`config.mk`:
```
export PLATFORM = sky130hd
export DESIGN_NAME = load_store_unit
export DESIGN_NICKNAME = d
export VERILOG_FILES = /design/src/rtl/lsu_pkg.sv /design/src/rtl/lsu_align.sv /design/src/rtl/load_store_unit.sv
export SDC_FILE = /design/constraint.sdc
export NUM_CORES = 1
export LEC_CHECK = 0
export BUFFER_PORTS_ARGS = -buffer_cell sky130_fd_sc_hd__buf_2
export CORE_ASPECT_RATIO = 0.7
export CORE_MARGIN = 4
export CORE_UTILIZATION = 51
export DETAILED_ROUTE_END_ITERATION = 8
export PLACE_DENSITY = 0.91
export REMOVE_ABC_BUFFERS = 1
export SLEW_MARGIN = 25
export SYNTH_ARGS = -nofsm -noshare
export SYNTH_HDL_FRONTEND = slang
export SYNTH_HIERARCHICAL = 1
export SYNTH_SLANG_ARGS = --single-unit
```
`constraint.sdc`:
```
create_clock -name clk -period 6.5 [get_ports clk]
set_input_delay 0.65 -clock clk [delete_from_list [all_inputs] [get_ports clk]]
set_output_delay 0.65 -clock clk [all_outputs]
set_load 0.05 [all_outputs]
```
`src/rtl/lsu_pkg.sv`:
```
// Shared types and constants for the load/store unit.
// Contents: access-size encoding, FSM state encoding, data/byte-enable widths.
package lsu_pkg;

    localparam int unsigned DATA_W = 32;
    localparam int unsigned BE_W   = DATA_W / 8;

    // Access size as presented on req_size
    typedef enum logic [1:0] {
        SIZE_B = 2'b00,
        SIZE_H = 2'b01,
        SIZE_W = 2'b10,
        SIZE_R = 2'b11
    } lsu_size_e;

    // Request sequencing: one accepted request walks IDLE -> ACCESS -> RESP
    typedef enum logic [1:0] {
        ST_IDLE   = 2'b00,
        ST_ACCESS = 2'b01,
        ST_RESP   = 2'b10
    } lsu_state_e;

endpackage

```
`src/rtl/lsu_align.sv`:
```
// Combinational lane formatting for the load/store unit.
// Optional macro: LSU_MISALIGN_TRAP_EN (flag misaligned/reserved accesses
// instead of silently aligning them).
// Ports:
//   i_size, i_addr_lo, i_unsigned : access attributes
//   i_wdata / o_wdata             : right-justified store data / lane-replicated
//   i_rdata / o_rdata             : raw memory word / shifted + extended load data
//   o_addr_lo                     : effective low address bits after alignment
//   o_be                          : byte enables for the effective access
//   o_misalign                    : access faults (always 0 without the macro)
module lsu_align
    import lsu_pkg::*;
(
    input  lsu_size_e         i_size,
    input  logic [1:0]        i_addr_lo,
    input  logic              i_unsigned,
    input  logic [DATA_W-1:0] i_wdata,
    input  logic [DATA_W-1:0] i_rdata,
    output logic [1:0]        o_addr_lo,
    output logic              o_misalign,
    output logic [BE_W-1:0]   o_be,
    output logic [DATA_W-1:0] o_wdata,
    output logic [DATA_W-1:0] o_rdata
);

    lsu_size_e         w_size;
    logic [DATA_W-1:0] w_shifted;

    // Effective size/address and fault detection
    always_comb begin
`ifdef LSU_MISALIGN_TRAP_EN
        w_size     = i_size;
        o_addr_lo  = i_addr_lo;
        o_misalign = (i_size == SIZE_R)
                   || ((i_size == SIZE_H) && i_addr_lo[0])
                   || ((i_size == SIZE_W) && (i_addr_lo != 2'b00));
`else
        w_size     = (i_size == SIZE_R) ? SIZE_W : i_size;
        o_misalign = 1'b0;
        case (w_size)
            SIZE_H:  o_addr_lo = {i_addr_lo[1], 1'b0};
            SIZE_B:  o_addr_lo = i_addr_lo;
            default: o_addr_lo = 2'b00;
        endcase
`endif
    end

    assign w_shifted = i_rdata >> {o_addr_lo, 3'b000};

    // Byte enables, store replication and load extension
    always_comb begin
        o_be    = '0;
        o_wdata = '0;
        o_rdata = '0;
        case (w_size)
            SIZE_B: begin
                o_be    = 4'b0001 << o_addr_lo;
                o_wdata = {4{i_wdata[7:0]}};
                o_rdata = i_unsigned ? {24'd0, w_shifted[7:0]}
                                     : {{24{w_shifted[7]}}, w_shifted[7:0]};
            end
            SIZE_H: begin
                o_be    = o_addr_lo[1] ? 4'b1100 : 4'b0011;
                o_wdata = {2{i_wdata[15:0]}};
                o_rdata = i_unsigned ? {16'd0, w_shifted[15:0]}
                                     : {{16{w_shifted[15]}}, w_shifted[15:0]};
            end
            default: begin
                o_be    = 4'b1111;
                o_wdata = i_wdata;
                o_rdata = w_shifted;
            end
        endcase
    end

endmodule

```
`src/rtl/load_store_unit.sv`:
```
// Load/store unit: accepts one core request at a time and drives a
// synchronous-read memory port, returning a one-cycle response two cycles
// after acceptance.
// Optional macro: LSU_MISALIGN_TRAP_EN (fault misaligned / reserved-size
// requests; otherwise they are aligned down and resp_fault stays 0).
// Ports:
//   clk, rst_n               : clock, synchronous active-low reset
//   req_*                    : core request handshake and attributes
//   resp_valid/rdata/fault   : response strobe, formatted load data, fault
//   mem_addr/wdata/be/we     : memory port B request (valid during ACCESS)
//   mem_rdata                : memory port B read data (valid during RESP)
module load_store_unit
    import lsu_pkg::*;
#(
    parameter  int unsigned MEM_SIZE = 8192,
    localparam int unsigned AW       = $clog2(MEM_SIZE)
) (
    input  logic              clk,
    input  logic              rst_n,
    input  logic              req_valid,
    output logic              req_ready,
    input  logic              req_write,
    input  logic [1:0]        req_size,
    input  logic              req_unsigned,
    input  logic [AW-1:0]     req_addr,
    input  logic [DATA_W-1:0] req_wdata,
    output logic              resp_valid,
    output logic [DATA_W-1:0] resp_rdata,
    output logic              resp_fault,
    output logic [AW-1:0]     mem_addr,
    output logic [DATA_W-1:0] mem_wdata,
    output logic [BE_W-1:0]   mem_be,
    output logic              mem_we,
    input  logic [DATA_W-1:0] mem_rdata
);

    lsu_state_e        r_state;
    lsu_state_e        w_state_nxt;
    logic              w_accept;

    logic              r_ready;
    logic              r_write;
    lsu_size_e         r_size;
    logic              r_unsigned;
    logic [1:0]        r_addr_lo;
    logic              r_fault;
    logic              r_resp_valid;
    logic              r_resp_fault;
    logic [AW-1:0]     r_mem_addr;
    logic [DATA_W-1:0] r_mem_wdata;
    logic [BE_W-1:0]   r_mem_be;
    logic              r_mem_we;

    logic              w_idle;
    lsu_size_e         w_size;
    logic [1:0]        w_addr_lo;
    logic              w_unsigned;
    logic [1:0]        w_eff_lo;
    logic              w_misalign;
    logic [BE_W-1:0]   w_be;
    logic [DATA_W-1:0] w_wdata;
    logic [DATA_W-1:0] w_rdata;

    // One formatter serves both phases: live request in IDLE, captured fields after
    assign w_idle     = (r_state == ST_IDLE);
    assign w_size     = w_idle ? lsu_size_e'(req_size) : r_size;
    assign w_addr_lo  = w_idle ? req_addr[1:0] : r_addr_lo;
    assign w_unsigned = w_idle ? req_unsigned : r_unsigned;

    lsu_align u_align (
        .i_size     (w_size),
        .i_addr_lo  (w_addr_lo),
        .i_unsigned (w_unsigned),
        .i_wdata    (req_wdata),
        .i_rdata    (mem_rdata),
        .o_addr_lo  (w_eff_lo),
        .o_misalign (w_misalign),
        .o_be       (w_be),
        .o_wdata    (w_wdata),
        .o_rdata    (w_rdata)
    );

    // State register
    always_ff @(posedge clk) begin
        if (!rst_n) r_state <= ST_IDLE;
        else        r_state <= w_state_nxt;
    end

    // Next-state logic
    always_comb begin
        w_state_nxt = r_state;
        w_accept    = 1'b0;
        case (r_state)
            ST_IDLE: begin
                if (req_valid && r_ready) begin
                    w_accept    = 1'b1;
                    w_state_nxt = ST_ACCESS;
                end
            end
            ST_ACCESS: w_state_nxt = ST_RESP;
            ST_RESP:   w_state_nxt = ST_IDLE;
            default:   w_state_nxt = ST_IDLE;
        endcase
    end

    // Request capture, memory port and response registers
    always_ff @(posedge clk) begin
        if (!rst_n) begin
            r_ready      <= 1'b0;
            r_write      <= 1'b0;
            r_size       <= SIZE_B;
            r_unsigned   <= 1'b0;
            r_addr_lo    <= 2'b00;
            r_fault      <= 1'b0;
            r_resp_valid <= 1'b0;
            r_resp_fault <= 1'b0;
            r_mem_addr   <= '0;
            r_mem_wdata  <= '0;
            r_mem_be     <= '0;
            r_mem_we     <= 1'b0;
        end else begin
            r_ready      <= (w_state_nxt == ST_IDLE);
            r_resp_valid <= (r_state == ST_ACCESS);
            r_resp_fault <= (r_state == ST_ACCESS) && r_fault;
            if (w_accept) begin
                r_write     <= req_write;
                r_size      <= lsu_size_e'(req_size);
                r_unsigned  <= req_unsigned;
                r_addr_lo   <= w_eff_lo;
                r_fault     <= w_misalign;
                r_mem_addr  <= {req_addr[AW-1:2], w_eff_lo};
                r_mem_wdata <= w_wdata;
                r_mem_be    <= w_misalign ? '0 : w_be;
                r_mem_we    <= req_write && !w_misalign;
            end else if (r_state == ST_ACCESS) begin
                r_mem_we <= 1'b0;
                r_mem_be <= '0;
            end
        end
    end

    assign req_ready  = r_ready;
    assign resp_valid = r_resp_valid;
    assign resp_fault = r_resp_fault;
    assign mem_addr   = r_mem_addr;
    assign mem_wdata  = r_mem_wdata;
    assign mem_be     = r_mem_be;
    assign mem_we     = r_mem_we;

    // Read data only exists during RESP, so load formatting is applied on the fly
    assign resp_rdata = (r_resp_valid && !r_write && !r_resp_fault) ? w_rdata : '0;

endmodule

```
==> metrics.cfg <==
[outcome]
run_status=finished, final reports clean

[timing]
finalSetupViolations=0
whs_ns=0.4492
period_share=0.6520
fin_crit_ns=4.238
fmax_ghz=0.2360
finalClockSkew_ns=0.005001
tns_ns=0
worst_pin_slew_ns=0.8874
postLayoutSetupSlackWorst_ns=2.262
hold_viol_final=0
grt_setup_unrepaired=no
drv_slew=0
max-slew-margin-rel=0.4077

[clock_tree]
clk_latency_ns=0.33
clock_path_buffers=2
post-cts-setup-buffers=0
cts_tree=yes
post_cts_resized=0
root_buffer=clkbuf_8
cts.htree.levels=3
cts_hold_buf=0
clkSinkCount=60
clk_pin_slew_ns=0.07
cts_made_buffers=9

[die]
core_region_area_um2=6819
dieArea_um2=8553
rows=25
initial_core_util=0.5323
die_y_um=78.59
die_w_um=108.8
pin_count=169

[logic_synthesis]
syn_area_um2=3630
ys.flop_type=dfxtp_1
synth_area_per_cell_um2=7.739
async_flop_share=0
syn_inst=469
yosysTopAreaCell=dfxtp_1
ys_seq_area_frac=0.3309
yosys.area.top_type_share=0.3309
synth.distinct_cells=40
synth-seq-cells=60
synth_edf_count=0
yosys_warnings=6
synth.area.top_cells=dfxtp_1 33%, nand2_1 13%, a21boi_1 10%

[worst_setup_path]
worstSetupStartpointType=flip-flop
critical_path_class=reg -> out
rr_startpoint=r_state[1]$_SDFF_PN0_
path_cells=nor2_1 > mux2_2 > buf_4 > nor2_4 > nand2_1 > a211oi_1 > a31oi_1 > and2_1 > buf_2
required_ns=5.85
r2r_end=mem_be[2]$_SDFFE_PN0P_
crit_family=simple AND/OR/NAND/NOR gates
reg2reg_slack_ns=3.51
cp.arrival_ns=3.59
critPathSlowestCell=mux2_2
worstPathMaxFanout=30
rr_worst_depth=8
crit_buf_inv=2
worstSetupEndpointType=output port
critPathMaxStageDelay_ns=0.60

[global_routing]
grt_pass1_wl_um=16530
first_global_vias=3538
antenna_found_initial=0
grt_start_max_net_pins=56
grtUsageTotal=0.2381
grt_overflow=0

[pwr]
clock_power_share=0.323
p_leak_nw=2.174
swShare=0.3348
pwr-share-seq=0.402
p_sw_mw=0.3288
intPower_mw=0.6532
vdd_drop_max_v=0.0001413
pwr-share-comb=0.275
power_density_nw_per_um2=215.7

[route]
ant_nets=0
wirelength_um=10470
num_vias=3818
drt_drc_violations_left=0
wl_per_cell_um=14.91
drtPass1Iterations=5
viasPerCell=5.439
drt_iter0_drc=244

[final_layout]
mostFrequentLayoutCell=buf_2
drive_gt1_frac=0.3487
instances_no_fill=702
area_growth_pct=25.41
antenna_cells=0
layout.nets=687
final_cell_mix=168 x buf_2, 124 x nand2_1, 60 x dfxtp_1, 50 x a21boi_1, 34 x and2_1
fill_cells=621

[placement]
port_buffers=168
gp_congestion=0.9288
dp.cells=686
pre_cts_ws_ns=2.463
dp_hpwl_um=7696

[flow_run]
max-cap-violations=0

[hold_path]
min_to=mem_addr[4]$_SDFFE_PN0P_
min_from=mem_addr[4]$_SDFFE_PN0P_
whs_path_depth=2
min_path_type=reg -> reg

==> cells in the mapped netlist, types with 2 or more instances <==
library cell	count
and2_1	34
o21ai_0	14
and3b_1	2
nor2_1	4
mux2i_1	8
nand4bb_1	2
a21oi_1	17
a211oi_1	7
a21o_1	7
a22oi_1	8
a22o_1	6
dfxtp_1	60
buf_4	12
clkbuf_1	15
buf_2	15
buf_6	5
inv_1	3
a31oi_1	7
nand2b_1	4
o21ai_1	19
nand2_1	124
a21boi_1	50
nor3b_1	2
nor2b_1	8
mux2_2	21
==> per-stage QoR <==
step                area, µm²  power [mW]    util
floorplan                3348      0.5853       -
global placement         4354      0.6607  0.6385
detailed placement       4360      0.6698  0.6395
CTS                      4544      0.9875  0.6664
global route             4552       1.032  0.6675
finish                   4552      0.9820  0.6675
==> power by group through the flow <==
stage                     Clock [mW]  Combinational [mW]  Sequential [mW]
after floorplan                    0               0.130            0.456
after global routing           0.343               0.292            0.397
final                          0.317               0.270            0.395
after global placement             0               0.259            0.402
after CTS                      0.326               0.267            0.395
after detailed placement           0               0.267            0.403
==> per-layer routing <==
layer,share of wire,vias up,routed length (µm),GRT usage
met4,0.027,0,280,0.08323
met3,0.080,28,832,0.06902
met2,0.48,186,5001,0.3890
li1,-,1859,-,-
met5,0,-,0,0
met1,0.42,1745,4351,0.2991
==> worst max-delay path by stage <==
stage | from | endpoint | slack, ns | cells after the start
floorplan | req_ready$_SDFF_PN0_ | r_state[0]$_SDFF_PN0_ | 1.79 | 2
global placement | r_state[1]$_SDFF_PN0_ | resp_rdata[18] | 2.66 | 8
CTS | r_state[1]$_SDFF_PN0_ | resp_rdata[17] | 2.11 | 8
detailed placement | r_state[1]$_SDFF_PN0_ | resp_rdata[17] | 2.46 | 8
global route | r_state[1]$_SDFF_PN0_ | resp_rdata[4] | 2.08 | 9
finish | r_state[1]$_SDFF_PN0_ | resp_rdata[0] | 2.26 | 9
==> worst min-delay path, cell delays in order, from the launching register on <==
cell	delay (ns)
dfxtp_1	0.31
nand2_1	0.05
a21boi_1	0.05
==> cell families after synthesis <==
kind of cell    after synthesis  synth area share
compound gates              140            0.2561
buf+inv                      52           0.08169
flops                        60            0.3309
mux                          30           0.09032
other cells                   1          0.001033
simple gates                186            0.2399
==> flip-flops by register name (all words and copies together), names as in the netlist <==
signal      cells
mem_wdata      32
mem_we          1
r_fault         1
resp_valid      1
req_ready       1
r_state         2
r_size          2
mem_be          4
r_unsigned      1
r_write         1
resp_fault      1
mem_addr       12
r_addr_lo       1
==> final cells by class <==
type	instances	area [µm²]	share of cell area
inverter	4	15.01	0.003299
multi-input combinational	357	2171	0.4769
clock inverter	5	52.55	0.01154
timing repair buffer	171	863.3	0.1897
tap	94	117.6	0.02584
clock buffer	11	131.4	0.02886
sequential	60	1201	0.2639
No activity file was read; power rests on OpenSTA's default activity.
